==> config.mk <==
export PLATFORM = sky130hd
export DESIGN_NAME = ahb_lite_sram_slave_flat
export DESIGN_NICKNAME = d
export VERILOG_FILES = /design/src/rtl/ahb_lite_pkg.sv /design/src/rtl/ahb_lite_sram_slave_if.sv /design/src/rtl/ahb_sram_byte_merge.sv /design/src/rtl/ahb_lite_sram_slave.sv /design/src/flat_wrapper.sv
export SDC_FILE = /design/constraint.sdc
export NUM_CORES = 1
export LEC_CHECK = 0
export ABC_AREA = 1
export BUFFER_PORTS_ARGS = -buffer_cell sky130_fd_sc_hd__buf_2
export CAP_MARGIN = 20
export CORE_MARGIN = 1.5
export CORE_UTILIZATION = 38
export DETAILED_ROUTE_END_ITERATION = 8
export PLACE_DENSITY = 0.85
export SLEW_MARGIN = 20
export SYNTH_ARGS = -nofsm -noshare
export SYNTH_HDL_FRONTEND = slang
export SYNTH_SLANG_ARGS = --single-unit
==> constraint.sdc <==
create_clock -name clk -period 2.22 [get_ports clk]
set_input_delay 0.444 -clock clk [delete_from_list [all_inputs] [get_ports clk]]
set_output_delay 0.444 -clock clk [all_outputs]
set_load 0.1 [all_outputs]
==> src/rtl/ahb_lite_pkg.sv <==
// Shared AHB-lite encodings, slave FSM states and the transfer legality rule.
// Pure declarations; no timing or flow-control behaviour of its own.
package ahb_lite_pkg;

   localparam logic [1:0] HTRANS_IDLE   = 2'd0;
   localparam logic [1:0] HTRANS_BUSY   = 2'd1;
   localparam logic [1:0] HTRANS_NONSEQ = 2'd2;
   localparam logic [1:0] HTRANS_SEQ    = 2'd3;

   localparam logic [2:0] HSIZE_BYTE = 3'd0;
   localparam logic [2:0] HSIZE_HALF = 3'd1;
   localparam logic [2:0] HSIZE_WORD = 3'd2;

   localparam logic HRESP_OKAY  = 1'b0;
   localparam logic HRESP_ERROR = 1'b1;

   typedef enum logic [2:0] {
      ST_IDLE,
      ST_RD,
      ST_RDW,
      ST_WR,
      ST_RMW_RD,
      ST_RMW_WR,
      ST_ERR1,
      ST_ERR2
   } state_t;

   // Oversized or misaligned transfers are answered with ERROR.
   function automatic logic xfer_err(input logic [2:0] size, input logic [1:0] off);
      return (size > HSIZE_WORD) ||
             ((size == HSIZE_HALF) && off[0]) ||
             ((size == HSIZE_WORD) && (off != 2'b00));
   endfunction

endpackage

==> src/rtl/ahb_lite_sram_slave_if.sv <==
// AHB-lite signals between the interconnect and the SRAM slave front end.
// Wires only; ready/valid semantics follow AHB-lite HREADY/HREADYOUT.
interface ahb_lite_sram_slave_if;
   logic        HSEL;
   logic [31:0] HADDR;
   logic [1:0]  HTRANS;
   logic        HWRITE;
   logic [2:0]  HSIZE;
   logic [31:0] HWDATA;
   logic        HREADY;
   logic        HREADYOUT;
   logic        HRESP;
   logic [31:0] HRDATA;

   modport slave (
      input  HSEL, HADDR, HTRANS, HWRITE, HSIZE, HWDATA, HREADY,
      output HREADYOUT, HRESP, HRDATA
   );

   modport master (
      output HSEL, HADDR, HTRANS, HWRITE, HSIZE, HWDATA, HREADY,
      input  HREADYOUT, HRESP, HRDATA
   );
endinterface

==> src/rtl/ahb_sram_byte_merge.sv <==
// Combinational lane merge for sub-word writes: replaces size/offset lanes of old_word.
// Zero latency, no flow control.
module ahb_sram_byte_merge
   import ahb_lite_pkg::*;
(
   input  logic [31:0] old_word,
   input  logic [31:0] new_word,
   input  logic [2:0]  size,
   input  logic [1:0]  offset,
   output logic [31:0] merged,
   output logic [3:0]  lane_mask
);

   always_comb begin
      lane_mask = 4'b0000;
      merged    = old_word;
      case (size)
         HSIZE_BYTE: lane_mask = 4'b0001 << offset;
         HSIZE_HALF: lane_mask = offset[1] ? 4'b1100 : 4'b0011;
         HSIZE_WORD: lane_mask = 4'b1111;
         default:    lane_mask = 4'b0000;
      endcase
      for (int i = 0; i < 4; i++) begin
         if (lane_mask[i]) merged[8*i +: 8] = new_word[8*i +: 8];
      end
   end

endmodule

==> src/rtl/ahb_lite_sram_slave.sv <==
// AHB-lite slave sequencing a 1-cycle-latency single-port SRAM; reads/word writes zero wait,
// read-after-write and sub-word writes (RMW) one wait, errors two-cycle; HREADYOUT stalls the bus.
module ahb_lite_sram_slave
   import ahb_lite_pkg::*;
#(
   parameter int MEM_AW = 10,
   parameter int DW     = 32
) (
   input  logic                  clk,
   input  logic                  rst,
   ahb_lite_sram_slave_if.slave  bus,
   output logic [MEM_AW-1:0]     sram_addr,
   output logic [DW-1:0]         sram_data,
   output logic                  sram_wren,
   input  logic [DW-1:0]         sram_q
);

   state_t            state, state_nxt;
   logic              rdw_second, rdw_second_nxt;
   logic [MEM_AW-1:0] addr_q;
   logic [1:0]        off_q;
   logic [2:0]        size_q;
   logic              write_q;

   logic              accept, take, new_err;
   logic              hreadyout, hresp;
   logic [DW-1:0]     hrdata;
   logic [DW-1:0]     merged;
   logic [3:0]        lane_mask;
   logic              unused_bits;

   assign accept      = bus.HSEL & bus.HREADY & bus.HTRANS[1];
   assign new_err     = xfer_err(bus.HSIZE, bus.HADDR[1:0]);
   assign unused_bits = ^{bus.HADDR[31:MEM_AW+2], bus.HTRANS[0]};

   assign bus.HREADYOUT = hreadyout;
   assign bus.HRESP     = hresp;
   assign bus.HRDATA    = hrdata;

   ahb_sram_byte_merge u_merge (
      .old_word  (sram_q),
      .new_word  (bus.HWDATA),
      .size      (size_q),
      .offset    (off_q),
      .merged    (merged),
      .lane_mask (lane_mask)
   );

   always_comb begin
      state_nxt      = state;
      rdw_second_nxt = 1'b0;
      hreadyout      = 1'b1;
      hresp          = HRESP_OKAY;
      hrdata         = '0;
      sram_addr      = bus.HADDR[MEM_AW+1:2];
      sram_data      = '0;
      sram_wren      = 1'b0;

      case (state)
         ST_RD: hrdata = sram_q;
         ST_RDW: begin
            // First cycle re-presents the read address the write cycle displaced.
            if (!rdw_second) begin
               sram_addr      = addr_q;
               hreadyout      = 1'b0;
               rdw_second_nxt = 1'b1;
            end else begin
               hrdata = sram_q;
            end
         end
         ST_WR: begin
            sram_addr = addr_q;
            sram_data = bus.HWDATA;
            sram_wren = write_q;
         end
         ST_RMW_RD: begin
            sram_addr = addr_q;
            hreadyout = 1'b0;
         end
         ST_RMW_WR: begin
            sram_addr = addr_q;
            sram_data = merged;
            sram_wren = write_q & (|lane_mask);
         end
         ST_ERR1: begin
            hresp     = HRESP_ERROR;
            hreadyout = 1'b0;
         end
         ST_ERR2: hresp = HRESP_ERROR;
         default: ;
      endcase

      take = accept & hreadyout;

      if (hreadyout) begin
         if (!accept)             state_nxt = ST_IDLE;
         else if (new_err)        state_nxt = ST_ERR1;
         else if (!bus.HWRITE)    state_nxt = sram_wren ? ST_RDW : ST_RD;
         else if (bus.HSIZE == HSIZE_WORD) state_nxt = ST_WR;
         else                     state_nxt = ST_RMW_RD;
      end else begin
         case (state)
            ST_RMW_RD: state_nxt = ST_RMW_WR;
            ST_ERR1:   state_nxt = ST_ERR2;
            default:   state_nxt = state;
         endcase
      end
   end

   always_ff @(posedge clk) begin
      if (rst) begin
         state      <= ST_IDLE;
         rdw_second <= 1'b0;
         addr_q     <= '0;
         off_q      <= '0;
         size_q     <= '0;
         write_q    <= 1'b0;
      end else begin
         state      <= state_nxt;
         rdw_second <= rdw_second_nxt;
         if (take) begin
            addr_q  <= bus.HADDR[MEM_AW+1:2];
            off_q   <= bus.HADDR[1:0];
            size_q  <= bus.HSIZE;
            write_q <= bus.HWRITE;
         end
      end
   end

endmodule

==> src/flat_wrapper.sv <==
// flat-port wrapper written by rule: the top's interface ports become plain ports
module ahb_lite_sram_slave_flat import ahb_lite_pkg::*;
#(
   parameter int MEM_AW = 10,
   parameter int DW     = 32
)
  (clk, rst, sram_addr, sram_data, sram_wren, sram_q, bus_HSEL, bus_HADDR, bus_HTRANS, bus_HWRITE, bus_HSIZE, bus_HWDATA, bus_HREADY, bus_HREADYOUT, bus_HRESP, bus_HRDATA);
  ahb_lite_sram_slave_if bus_i ();
  input  logic clk;
  input  logic rst;
  output logic [MEM_AW-1:0] sram_addr;
  output logic [DW-1:0] sram_data;
  output logic sram_wren;
  input  logic [DW-1:0] sram_q;
  input wire logic [$bits(bus_i.HSEL)-1:0] bus_HSEL;
  input wire logic [$bits(bus_i.HADDR)-1:0] bus_HADDR;
  input wire logic [$bits(bus_i.HTRANS)-1:0] bus_HTRANS;
  input wire logic [$bits(bus_i.HWRITE)-1:0] bus_HWRITE;
  input wire logic [$bits(bus_i.HSIZE)-1:0] bus_HSIZE;
  input wire logic [$bits(bus_i.HWDATA)-1:0] bus_HWDATA;
  input wire logic [$bits(bus_i.HREADY)-1:0] bus_HREADY;
  output wire logic [$bits(bus_i.HREADYOUT)-1:0] bus_HREADYOUT;
  output wire logic [$bits(bus_i.HRESP)-1:0] bus_HRESP;
  output wire logic [$bits(bus_i.HRDATA)-1:0] bus_HRDATA;
  assign bus_i.HSEL = bus_HSEL;
  assign bus_i.HADDR = bus_HADDR;
  assign bus_i.HTRANS = bus_HTRANS;
  assign bus_i.HWRITE = bus_HWRITE;
  assign bus_i.HSIZE = bus_HSIZE;
  assign bus_i.HWDATA = bus_HWDATA;
  assign bus_i.HREADY = bus_HREADY;
  assign bus_HREADYOUT = bus_i.HREADYOUT;
  assign bus_HRESP = bus_i.HRESP;
  assign bus_HRDATA = bus_i.HRDATA;
  ahb_lite_sram_slave #(.MEM_AW(MEM_AW), .DW(DW)) u_core (.clk(clk), .rst(rst), .bus(bus_i), .sram_addr(sram_addr), .sram_data(sram_data), .sram_wren(sram_wren), .sram_q(sram_q));
endmodule
==> impl_metrics.yaml <==
power_and_ir_drop:
  pwr-share-comb: 0.587
  powerDensity_nw_per_um2: 375
  p_total_mw: 1.57
  switchingPower_mw: 0.760
  pwr-share-clk: 0.158
  p_seq_frac: 0.255
  leakagePower_nw: 2.11
  ir_drop_mv: 0.602
  intPower_mw: 0.806
  swShare: 0.486
synthesis:
  ys_top_cells_by_count: "128 x nand2_1, 62 x inv_1, 47 x nor2_1"
  synth_nets: 444
  yosysTopAreaCellShare: 0.277
  synth_top_cell_by_area: "nand2_1"
  synth_edf_count: 0
  ys.flop_type: "dfxtp_1"
  synth_async_sr_flop_share: 0
  syn-cell-area_sq_um: 1740
  synth.most_common_cell: "nand2_1"
  synth_area_leaders: "nand2_1 28%, dfxtp_1 23%, inv_1 13%"
  yosys_warnings: 0
  yosysUniqueCellTypes: 21
  yosysSeqAreaShare: 0.231
  netlist_instances: 338
  synth-seq-cells: 20
  syn_avg_cell_area_sq_um: 5.13
sta:
  max_freq_ghz: 0.412
  fin_ws_ns: -0.207
  fin_worst_skew_ns: 0.00131
  finalHoldViolations: 0
  tightest_slew_ns: 0.631
  fin_hold_ws_ns: 0.361
  relSlewSlack: 0.579
  min_period_over_period: 1.09
  fin_crit_ns: 2.43
  rsz0062_at_grt: "yes"
  final-setup-viol-count: 26
  drv_slew: 0
cells_and_area:
  nFillCells: 113
  area_delta_synth_final_pct: 140
  diodes: 0
  layout-drive-gt1-share: 0.559
  stdcell_area_sq_um: 4170
  final_nets: 611
clocking:
  hold_buffers: 0
  clk_pin_slew_ns: 0.08
  h-tree-depth: 1
  cts_tree: "done"
  numCtsBuffers: 3
  clkLatencyLatePin_ns: 0.26
  cts.sinks: 20
  clockBufferDepth: 2
  root_buffer: "clkbuf_8"
worst_setup_path:
  critPathBufInv: 2
  startpoint_type: "register"
  path_class: "reg -> out"
  cp_top_family: "simple AND/OR/NAND/NOR gates"
  cp_cell_sequence: "inv_1 -> nand3_1 -> nand3_2 -> nor2_4 -> nand2_1 -> nand2_2 -> buf_12"
  cp-end-kind: "output port"
  slowest_delay_ns: 0.45
  required_ns: 1.78
  cp_max_fo: 8
  crit_arrival_ns: 1.98
  cp_slowest_cell: "dfxtp_1"
routing:
  drc: 0
  drtAntennaViolNets: 0
  wl_mm: 12.5
  via_count: 3363
  via_per_inst: 6.06
  drtPass1Iterations: 5
  avgRoutedWirePerCell_um: 22.5
  drt_iter0_markers: 409
status:
  status: "complete, but fails checks"
  violations: "setup timing"
grt:
  grt_max_degree: 33
  globalRouteTotalUtil: 0.358
  antenna_found_initial: 0
  grt_overflow: 0
  grt_pass1_vias: 3029
  grt_first_pass_wirelength_mm: 14.4
min_path:
  hold_class: "in -> reg"
die:
  floorplan.initialDensity: 0.396
  dieArea_sq_um: 4980
  core_area_sq_um: 4380
  rows: 24
  dieWidth_um: 70.6
  ios: 183
  die_y_um: 70.6
placed_design:
  port_buffers: 161
  gp_congestion: 0.932
  post_dp_cell_area_sq_um: 3790
  dp_hpwl_mm: 6.94
job:
  cap_viol_max_count: 0
==> worst reg2reg max path: stages, from the launching register on <==
cell	delay [ns]
dfxtp_1	0.40
inv_1	0.13
nand3_4	0.11
buf_4	0.13
nand2_2	0.08
nor2_4	0.50
o21ai_0	0.24
a21oi_1	0.19
==> cell families after synthesis <==
group	count (synthesis)	synth area share
flip-flops	20	0.231
AND/OR/NAND/NOR	197	0.453
buffers and inverters	72	0.170
AO/OA/AOI/OAI	49	0.146
==> sequential cells by signal, indices dropped and copies added (netlist names) <==
register and cells:
u_core.addr_q 10, u_core.off_q 2, u_core.rdw_second 1, u_core.size_q 3
u_core.state 3, u_core.write_q 1
==> layer usage <==
metal  track usage  routed length [um]  vias to the layer above
li1              -                   -                     1357
met1         0.366                3890                     1523
met2         0.700                5930                      346
met3        0.0655                1320                      137
met4         0.159                1340                        0
met5             0                   0                        -
==> power groups by stage <==
stage / clock network, mW / logic (mW) / registers (mW)
CTS: 0.229 / 0.862 / 0.394
finish: 0.248 / 0.919 / 0.399
detailed placement: 0 / 0.817 / 0.402
global route: 0.253 / 0.940 / 0.400
floorplan: 0 / 0.488 / 0.398
global placement: 0 / 0.796 / 0.400
==> final timing paths <==
kind | depth (start not counted) | endpoint | from | slack [ns]
min reg2reg | 2 | u_core.addr_q[6] | u_core.addr_q[6] | 0.54
max | 7 | sram_data[8] | u_core.off_q[1] | -0.21
max reg2reg | 7 | u_core.write_q | u_core.rdw_second | 0.36
min | 2 | u_core.state[1] | rst | 0.36
==> layout make-up <==
type	instances	area, sq um	area share
inverter	63	239	0.0573
multi-input combinational	246	1380	0.331
clock buffer	3	41.3	0.00990
tap	52	65.1	0.0156
sequential	20	418	0.100
timing repair buffer	171	2030	0.486
==> repair_timing <==
action	4_1_cts	5_1_grt
resized for setup	28	57
setup buffers	5	3
pin swaps	3	8
setup endpoints to repair	63	42
cloned	1	0
==> stage by stage <==
stage                     instances  setup WS, ns  setup TNS (ns)  utilization
after floorplan                 338        -0.461           -4.61            -
after CTS                       553       -0.0123         -0.0175        0.910
after detailed placement        544        0.0201               0        0.865
after global routing            555        -0.256           -3.05        0.952
final                           555        -0.207           -1.40        0.952
after global placement          544         0.186               0        0.865
==> layout by cell type, fill, tap and decap left out, drive strengths merged, types with 3 or more instances in the layout <==
cell | netlist | layout
a21oi | 18 | 18
buf | 9 | 170
clkbuf | 0 | 3
dfxtp | 20 | 20
inv | 63 | 63
nand2 | 129 | 129
nand3 | 15 | 15
nor2 | 49 | 49
nor3 | 3 | 3
o21ai | 29 | 29
Note: power is estimated with default switching activity, not from simulation.
